--- src/rtl/commit_trace_tx_pkg.sv ---
`default_nettype none
// ============================================================================
// Module      : commit_trace_tx_pkg
// Description : Shared types and constants for the commit-trace transmitter:
//               the trace record layout, the transmitter state encoding and
//               the default buffer depth.
// Revision    : 1.0 - initial release
// ============================================================================
package commit_trace_tx_pkg;

  localparam int XLEN        = 32;
  localparam int XWIDTH      = 5;
  localparam int TRACE_DEPTH = 4;

  // One retired instruction as seen by a trace sink. seq is first so that the
  // most significant bits of the flattened record carry the ordering key.
  typedef struct packed {
    logic [31:0]       seq;
    logic [XLEN-1:0]   pc;
    logic [XLEN-1:0]   instr;
    logic              rd_we;
    logic [XWIDTH-1:0] rd;
    logic [XLEN-1:0]   rd_data;
    logic              mem_re;
    logic              mem_we;
    logic [XLEN-1:0]   mem_addr;
    logic [XLEN-1:0]   mem_data;
    logic              halt;
  } trace_rec_t;

  localparam int TRACE_REC_W = $bits(trace_rec_t);

  typedef enum logic [1:0] {
    TR_RUN        = 2'd0,
    TR_HALT_DRAIN = 2'd1,
    TR_HALTED     = 2'd2
  } trace_state_e;

endpackage : commit_trace_tx_pkg
`default_nettype wire

--- src/rtl/commit_trace_tx_fifo.sv ---
`default_nettype none
// ============================================================================
// Module      : commit_trace_tx_fifo
// Description : Synchronous FIFO of trace records with occupancy count.
//               The head record reads as zero whenever the FIFO is empty so
//               the downstream interface presents a clean bus when idle.
// Revision    : 1.0 - initial release
// ============================================================================
module commit_trace_tx_fifo
  import commit_trace_tx_pkg::*;
#(
  parameter int DEPTH = TRACE_DEPTH,
  localparam int AW   = (DEPTH > 1) ? $clog2(DEPTH) : 1
) (
  input  logic               clk_i,
  input  logic               rstn_i,
  input  logic               push_i,
  input  logic               pop_i,
  input  trace_rec_t         data_i,
  output trace_rec_t         head_o,
  output logic               full_o,
  output logic               empty_o,
  output logic [AW:0]        count_o
);

  localparam logic [AW:0] FULL_LVL = (AW+1)'(DEPTH);

  trace_rec_t        mem_q [DEPTH];
  logic [AW-1:0]     wr_ptr_q, wr_ptr_d;
  logic [AW-1:0]     rd_ptr_q, rd_ptr_d;
  logic [AW:0]       count_q,  count_d;
  logic              w_push;
  logic              w_pop;

  assign full_o  = (count_q == FULL_LVL);
  assign empty_o = (count_q == '0);
  assign count_o = count_q;
  assign head_o  = empty_o ? '0 : mem_q[rd_ptr_q];

  // A write into a full FIFO is only legal when the head leaves the same cycle.
  assign w_pop  = pop_i && !empty_o;
  assign w_push = push_i && (!full_o || w_pop);

  // Pointer and occupancy update; DEPTH is a power of two so pointers wrap.
  always_comb begin
    wr_ptr_d = wr_ptr_q;
    rd_ptr_d = rd_ptr_q;
    count_d  = count_q;
    if (w_push) wr_ptr_d = wr_ptr_q + AW'(1);
    if (w_pop)  rd_ptr_d = rd_ptr_q + AW'(1);
    unique case ({w_push, w_pop})
      2'b10:   count_d = count_q + (AW+1)'(1);
      2'b01:   count_d = count_q - (AW+1)'(1);
      default: count_d = count_q;
    endcase
  end

  // Control state register; reset flushes the FIFO.
  always_ff @(posedge clk_i or negedge rstn_i) begin
    if (!rstn_i) begin
      wr_ptr_q <= '0;
      rd_ptr_q <= '0;
      count_q  <= '0;
    end else begin
      wr_ptr_q <= wr_ptr_d;
      rd_ptr_q <= rd_ptr_d;
      count_q  <= count_d;
    end
  end

  // Record storage; contents are don't-care until written, head is masked.
  always_ff @(posedge clk_i) begin
    if (w_push) mem_q[wr_ptr_q] <= data_i;
  end

endmodule : commit_trace_tx_fifo
`default_nettype wire

--- src/rtl/commit_trace_tx.sv ---
`default_nettype none
// ============================================================================
// Module      : commit_trace_tx
// Description : Retirement-trace transmitter. Formats one record per retired
//               instruction, buffers it, and streams it out on a valid/ready
//               interface. Tracks overflow drops and the halt/drain sequence.
// Revision    : 1.0 - initial release
// ============================================================================
module commit_trace_tx
  import commit_trace_tx_pkg::*;
#(
  parameter int DEPTH = TRACE_DEPTH,
  parameter int CNT_W = 16
) (
  input  logic                   clk_i,
  input  logic                   rstn_i,
  input  logic                   enable_i,
  input  logic                   retire_valid_i,
  input  logic [XLEN-1:0]        retire_pc_i,
  input  logic [XLEN-1:0]        retire_instr_i,
  input  logic                   retire_rd_we_i,
  input  logic [XWIDTH-1:0]      retire_rd_i,
  input  logic [XLEN-1:0]        retire_rd_data_i,
  input  logic                   retire_mem_re_i,
  input  logic                   retire_mem_we_i,
  input  logic [XLEN-1:0]        retire_mem_addr_i,
  input  logic [XLEN-1:0]        retire_mem_data_i,
  output logic                   trace_valid_o,
  input  logic                   trace_ready_i,
  output logic [TRACE_REC_W-1:0] trace_rec_o,
  output logic                   stall_o,
  output logic [CNT_W-1:0]       drop_cnt_o,
  output logic                   halted_o
);

  localparam int          AW        = (DEPTH > 1) ? $clog2(DEPTH) : 1;
  localparam logic [AW:0] STALL_LVL = (AW+1)'(DEPTH - 1);

  trace_state_e      state_q, state_d;
  logic [31:0]       seq_q,   seq_d;
  logic [CNT_W-1:0]  drop_q,  drop_d;

  trace_rec_t        w_rec;
  trace_rec_t        w_head;
  logic              w_full;
  logic              w_empty;
  logic [AW:0]       w_count;
  logic              w_run;
  logic              w_push_req;
  logic              w_pop;
  logic              w_accept;
  logic              w_drop;

  // Build the outgoing record, zeroing fields that carry no information.
  always_comb begin
    w_rec          = '0;
    w_rec.seq      = seq_q;
    w_rec.pc       = retire_pc_i;
    w_rec.instr    = retire_instr_i;
    w_rec.rd_we    = retire_rd_we_i && (retire_rd_i != '0);
    w_rec.mem_re   = retire_mem_re_i;
    w_rec.mem_we   = retire_mem_we_i;
    w_rec.halt     = (retire_instr_i == '0);
    if (w_rec.rd_we) begin
      w_rec.rd      = retire_rd_i;
      w_rec.rd_data = retire_rd_data_i;
    end
    if (retire_mem_re_i || retire_mem_we_i) begin
      w_rec.mem_addr = retire_mem_addr_i;
      w_rec.mem_data = retire_mem_data_i;
    end
  end

  // Push/pop arbitration; a full FIFO still accepts when the head leaves now.
  assign w_push_req = retire_valid_i && enable_i && w_run;
  assign w_pop      = trace_valid_o && trace_ready_i;
  assign w_accept   = w_push_req && (!w_full || w_pop);
  assign w_drop     = w_push_req && w_full && !w_pop;

  commit_trace_tx_fifo #(
    .DEPTH (DEPTH)
  ) u_fifo (
    .clk_i   (clk_i),
    .rstn_i  (rstn_i),
    .push_i  (w_accept),
    .pop_i   (w_pop),
    .data_i  (w_rec),
    .head_o  (w_head),
    .full_o  (w_full),
    .empty_o (w_empty),
    .count_o (w_count)
  );

  assign trace_valid_o = !w_empty;
  assign trace_rec_o   = w_head;
  // One slot stays free for the instruction already in flight in the core.
  assign stall_o       = (w_count >= STALL_LVL);
  assign drop_cnt_o    = drop_q;

  // Sequence number advances only on accepted records; drop count saturates.
  always_comb begin
    seq_d  = seq_q;
    drop_d = drop_q;
    if (w_accept) seq_d = seq_q + 32'd1;
    if (w_drop && (drop_q != {CNT_W{1'b1}})) drop_d = drop_q + CNT_W'(1);
  end

  // Counter registers.
  always_ff @(posedge clk_i or negedge rstn_i) begin
    if (!rstn_i) begin
      seq_q  <= '0;
      drop_q <= '0;
    end else begin
      seq_q  <= seq_d;
      drop_q <= drop_d;
    end
  end

  // FSM state register.
  always_ff @(posedge clk_i or negedge rstn_i) begin
    if (!rstn_i) state_q <= TR_RUN;
    else         state_q <= state_d;
  end

  // FSM next state: an accepted halt record starts the drain; a dropped one
  // never reaches w_accept and so leaves the state alone.
  always_comb begin
    state_d = state_q;
    unique case (state_q)
      TR_RUN:        if (w_accept && w_rec.halt) state_d = TR_HALT_DRAIN;
      TR_HALT_DRAIN: if (w_empty) state_d = TR_HALTED;
      TR_HALTED:     state_d = TR_HALTED;
      default:       state_d = TR_RUN;
    endcase
  end

  // FSM outputs.
  always_comb begin
    w_run    = (state_q == TR_RUN);
    halted_o = (state_q == TR_HALTED);
  end

endmodule : commit_trace_tx
`default_nettype wire
--- config.mk ---
export PLATFORM = sky130hd
export DESIGN_NAME = commit_trace_tx
export DESIGN_NICKNAME = d
export VERILOG_FILES = /design/src/rtl/commit_trace_tx_pkg.sv /design/src/rtl/commit_trace_tx_fifo.sv /design/src/rtl/commit_trace_tx.sv
export SDC_FILE = /design/constraint.sdc
export NUM_CORES = 1
export LEC_CHECK = 0
export CAP_MARGIN = 20
export CORE_AREA = 2 2 524 266
export CTS_CLUSTER_DIAMETER = 200
export DETAILED_ROUTE_END_ITERATION = 10
export DIE_AREA = 0 0 526 268
export GPL_TIMING_DRIVEN = 1
export SKIP_CTS_REPAIR_TIMING = 1
export SKIP_LAST_GASP = 1
export SLEW_MARGIN = 20
export SYNTH_ARGS = -nofsm -noshare
export SYNTH_HDL_FRONTEND = slang
export SYNTH_SLANG_ARGS = --single-unit
--- constraint.sdc ---
create_clock -name clk_i -period 6.4 [get_ports clk_i]
set_clock_uncertainty 0.15 [all_clocks]
set_input_delay 1.28 -clock clk_i [delete_from_list [all_inputs] [get_ports clk_i]]
set_output_delay 1.28 -clock clk_i [all_outputs]
set_load 0.02 [all_outputs]
==> impl_metrics.py <==
metrics = {
    "clock_tree": {
        "clkSlewWorstSetupHoldPaths_ns": 0.06,
        "ctsRootBufferMaster": "sky130_fd_sc_hd__clkbuf_16",
        "numClockSinks": 861,
        "tritoncts": "built",
        "clockBufferDepth": 3,
        "cts-buffers-inserted": 84,
        "worst_skew_pair.late_latency_ns": 0.65,
        "htree_levels": 3,
    },
    "status": {
        "result_of_the_run": "completed",
    },
    "critical_path": {
        "crit_slowest_cell": "sky130_fd_sc_hd__dfrtp_4",
        "critical_path_arrival_ns": 3.51,
        "worstSetupStartpoint": "u_fifo.rd_ptr_q[0]$_DFFE_PN0P_",
        "max_stage_delay_ns": 0.99,
        "worst_ep_required_time_ns": 4.97,
        "cp-start-kind": "register",
        "endpoint_kind": "primary output",
        "critical_path.max_fanout": 42,
        "critical_path.reg2reg.startpoint": "state_q[1]$_DFFE_PN0P_",
        "crit_path_cell_trace": "buf_12, mux4_2, and2_1, clkdlybuf4s50_1",
        "setup.worst_path.class": "register to primary output",
    },
    "yosys": {
        "synthesis.area_per_instance_um2": 20.37,
        "post_synth_num_cell_types": 42,
        "syn_inst": 1660,
        "yosys.area.top_type": "sky130_fd_sc_hd__edfxtp_1",
        "synth_top_area_frac": 0.7142,
        "ys_seq_elements": 861,
        "number_of_warnings_printed_during_yosys_synthesis": 0,
        "synth-seq-area-share": 0.7564,
        "syn_area_mm2": 0.03381,
        "synth_top_cells_by_area": "sky130_fd_sc_hd__edfxtp_1 (71%), sky130_fd_sc_hd__mux4_2 (13%), sky130_fd_sc_hd__and2_1 (4.6%)",
        "syn_nets": 1845,
    },
    "sta": {
        "grt_setup_unrepaired": "no",
        "timing.setup.tns_ns": 0,
        "tightest_slew_ns": 1.012,
        "drv_slew": 0,
        "finalHoldViolations": 0,
        "max_freq_mhz": 202.4,
        "timing.hold.ws_ns": 0.3479,
        "finalCritPeriodShare": 0.7721,
        "timing.final.ws_setup_ns": 1.458,
        "maxSlewHeadroom": 0.3253,
        "finalSetupViolCount": 0,
        "period_minus_slack_ns": 4.942,
    },
    "worst_hold_path": {
        "min_delay_src": "drop_cnt_o[15]$_DFFE_PN0P_",
        "worstHoldPathType": "register to register",
    },
    "layout": {
        "drive_gt1_frac": 0.1694,
        "synthToLayoutAreaGrowth_pct": 26.53,
        "final_design_area_no_fill_mm2": 0.04278,
        "finalNetCount": 2271,
        "utilization": 0.3140,
    },
    "route": {
        "postRouteWirelength_mm": 79.23,
        "via_count": 16910,
        "drt-vias-per-instance": 4.260,
        "avgRoutedWirePerCell_um": 19.96,
        "detail-route-antenna-nets": 0,
        "detail_route.drc_violations": 0,
        "first_pass_iteration_count_of_the_detailed_router": 5,
        "drt_iter0_drc": 1358,
    },
    "floorplan": {
        "starting_density": 0.2482,
        "placementRows": 96,
        "core_mm2": 0.1362,
        "die_w_um": 526,
        "top_level_ports": 393,
        "die-area_mm2": 0.1410,
        "die_height_um": 268,
    },
    "place": {
        "place.gp.congestion": 0.7210,
        "placement.cell_area_mm2": 0.04019,
        "dpl.hpwl_mm": 48.12,
        "pre_cts_ws_ns": 2.054,
        "numPortBuffers": 392,
    },
    "global_route": {
        "grt_util_all_layers": 0.1111,
        "antenna_found_initial": 2,
        "first_global_vias": 17560,
        "largest_net_degree_at_the_start_of_global_routing": 67,
        "grt_pass1_wl_mm": 117.8,
        "overflow": 0,
    },
    "power": {
        "p_leak_nw": 13.73,
        "pwr_density_cell_mw_per_mm2": 437.0,
        "max-vdd-ir-drop_v": 0.0002742,
    },
    "run": {
        "reported_max_cap_violation_count": 0,
    },
}
[metal layers]
| metal | track usage | share of wire | up-vias |
|---|---|---|---|
| met5 | 0 | 0.00015 | - |
| met2 | 0.1654 | 0.45 | 398 |
| met1 | 0.1621 | 0.48 | 8980 |
| met3 | 0.02845 | 0.053 | 86 |
| met4 | 0.02499 | 0.016 | 2 |
| li1 | - | - | 7448 |
[layout by cell type, fill, tap and decap left out, types with 3 or more instances in the layout]
master | Yosys | final
sky130_fd_sc_hd__inv_6 | 0 | 6
sky130_fd_sc_hd__clkinvlp_4 | 0 | 7
sky130_fd_sc_hd__clkbuf_1 | 48 | 28
sky130_fd_sc_hd__nand2_1 | 18 | 18
sky130_fd_sc_hd__buf_4 | 0 | 11
sky130_fd_sc_hd__clkinv_2 | 0 | 8
sky130_fd_sc_hd__o21ai_0 | 3 | 3
sky130_fd_sc_hd__clkdlybuf4s50_1 | 0 | 391
sky130_fd_sc_hd__buf_12 | 0 | 20
sky130_fd_sc_hd__dfrtp_1 | 57 | 55
sky130_fd_sc_hd__a21oi_1 | 3 | 3
sky130_fd_sc_hd__and2_1 | 246 | 246
sky130_fd_sc_hd__nor2_1 | 10 | 9
sky130_fd_sc_hd__clkbuf_16 | 0 | 87
sky130_fd_sc_hd__nand3_1 | 19 | 19
sky130_fd_sc_hd__clkinv_4 | 0 | 3
sky130_fd_sc_hd__inv_1 | 11 | 11
sky130_fd_sc_hd__and4_1 | 5 | 5
sky130_fd_sc_hd__ha_1 | 11 | 11
sky130_fd_sc_hd__xor2_1 | 13 | 13
sky130_fd_sc_hd__and3_4 | 0 | 4
sky130_fd_sc_hd__nand4_1 | 19 | 19
sky130_fd_sc_hd__edfxtp_1 | 804 | 804
sky130_fd_sc_hd__clkinv_1 | 0 | 12
sky130_fd_sc_hd__xnor2_1 | 35 | 35
sky130_fd_sc_hd__and3_1 | 12 | 8
sky130_fd_sc_hd__nor3_1 | 9 | 9
sky130_fd_sc_hd__nor2b_1 | 64 | 64
sky130_fd_sc_hd__nor4_1 | 14 | 12
sky130_fd_sc_hd__mux4_2 | 201 | 201
[logic make-up (layout without fill, tap and decap cells)]
group,count (synthesis),in the layout,share of synthesized area
flip-flops,861,861,0.7564
AND/OR/NAND/NOR,425,425,0.07691
multiplexers,205,205,0.1352
buffers and inverters,94,589,0.01140
XOR/XNOR,48,48,0.01244
AO/OA/AOI/OAI,15,15,0.003035
adder cells (fa/ha/maj),12,12,0.004663
other,0,2,0
[state kept, by name, indices dropped and copies added, names as in the netlist]
register,count
u_fifo.rd_ptr_q,2
u_fifo.count_o,3
drop_cnt_o,16
u_fifo.mem_q,804
seq_q,32
state_q,2
u_fifo.wr_ptr_q,2
[per-stage QoR]
stage,cells,power [W]
after global routing,3969,0.01960
after global placement,3813,0.01424
after CTS,3968,0.01907
final,3970,0.01869
after detailed placement,3813,0.01423
after floorplan,1660,0.01114
[worst paths after layout]
kind	slack, ns	end	cells after the start
setup / recovery	1.46	trace_rec_o[20]	4
setup reg to reg	3.43	u_fifo.count_o[2]$_DFFE_PN0P_	11
min in group asynchronous	0.63	seq_q[23]$_DFFE_PN0P_	2
hold / removal	0.35	drop_cnt_o[15]$_DFFE_PN0P_	1
hold reg to reg	0.35	drop_cnt_o[15]$_DFFE_PN0P_	1
max in group asynchronous	4.79	u_fifo.rd_ptr_q[0]$_DFFE_PN0P_	2
[critical path, delay by kind of cell, from the launching register on]
kind,cells,cell delay (ns)
flops,1,0.99
buf+inv,2,0.90
mux,1,0.60
simple gates,1,0.20
[synth_stat cells]
cell type and count:
sky130_fd_sc_hd__and3_1 12, sky130_fd_sc_hd__nor2_1 10, sky130_fd_sc_hd__nand4_2 1, sky130_fd_sc_hd__mux2i_1 1
sky130_fd_sc_hd__buf_2 20, sky130_fd_sc_hd__nor4b_4 1, sky130_fd_sc_hd__o2111ai_1 2, sky130_fd_sc_hd__or4b_1 1
sky130_fd_sc_hd__clkbuf_1 48, sky130_fd_sc_hd__mux2_1 1, sky130_fd_sc_hd__dfrtp_1 57, sky130_fd_sc_hd__a21boi_0 1
sky130_fd_sc_hd__a21o_1 1, sky130_fd_sc_hd__o21ai_0 3, sky130_fd_sc_hd__a21oi_1 3, sky130_fd_sc_hd__or2_2 1
sky130_fd_sc_hd__o21a_1 1, sky130_fd_sc_hd__xnor2_1 35, sky130_fd_sc_hd__o31a_1 1, sky130_fd_sc_hd__mux2_2 2
sky130_fd_sc_hd__and4_1 5, sky130_fd_sc_hd__nor4b_1 1, sky130_fd_sc_hd__buf_6 1, sky130_fd_sc_hd__mux4_2 201
sky130_fd_sc_hd__inv_1 11, sky130_fd_sc_hd__edfxtp_1 804, sky130_fd_sc_hd__nor2b_1 64, sky130_fd_sc_hd__ha_1 11
sky130_fd_sc_hd__buf_1 14, sky130_fd_sc_hd__nor4_1 14, sky130_fd_sc_hd__nor3_1 9, sky130_fd_sc_hd__or4_1 2
sky130_fd_sc_hd__nor3b_1 1, sky130_fd_sc_hd__nand2_1 18, sky130_fd_sc_hd__a31oi_1 2, sky130_fd_sc_hd__a21boi_2 1
sky130_fd_sc_hd__fa_1 1, sky130_fd_sc_hd__or3_1 1, sky130_fd_sc_hd__and2_1 246, sky130_fd_sc_hd__nand3_1 19
sky130_fd_sc_hd__nand4_1 19, sky130_fd_sc_hd__xor2_1 13
[final cells by class]
type,count,area (um2)
well taps,1813,2268
multi-input cells,705,7911
clock inverters,40,289.0
inverters,11,41.29
repair buffers,423,4402
flip-flops and latches,861,25580
clock buffers,115,2282
fillers,13080,93430
diodes,2,5.005
[report_power, final]
group	internal, W	switching [W]
combinational	0.00341	0.00342
clock	0.00257	0.00215
sequential	0.00678	0.000356
total	0.0128	0.00593
Power figures use the tool's default switching activity.
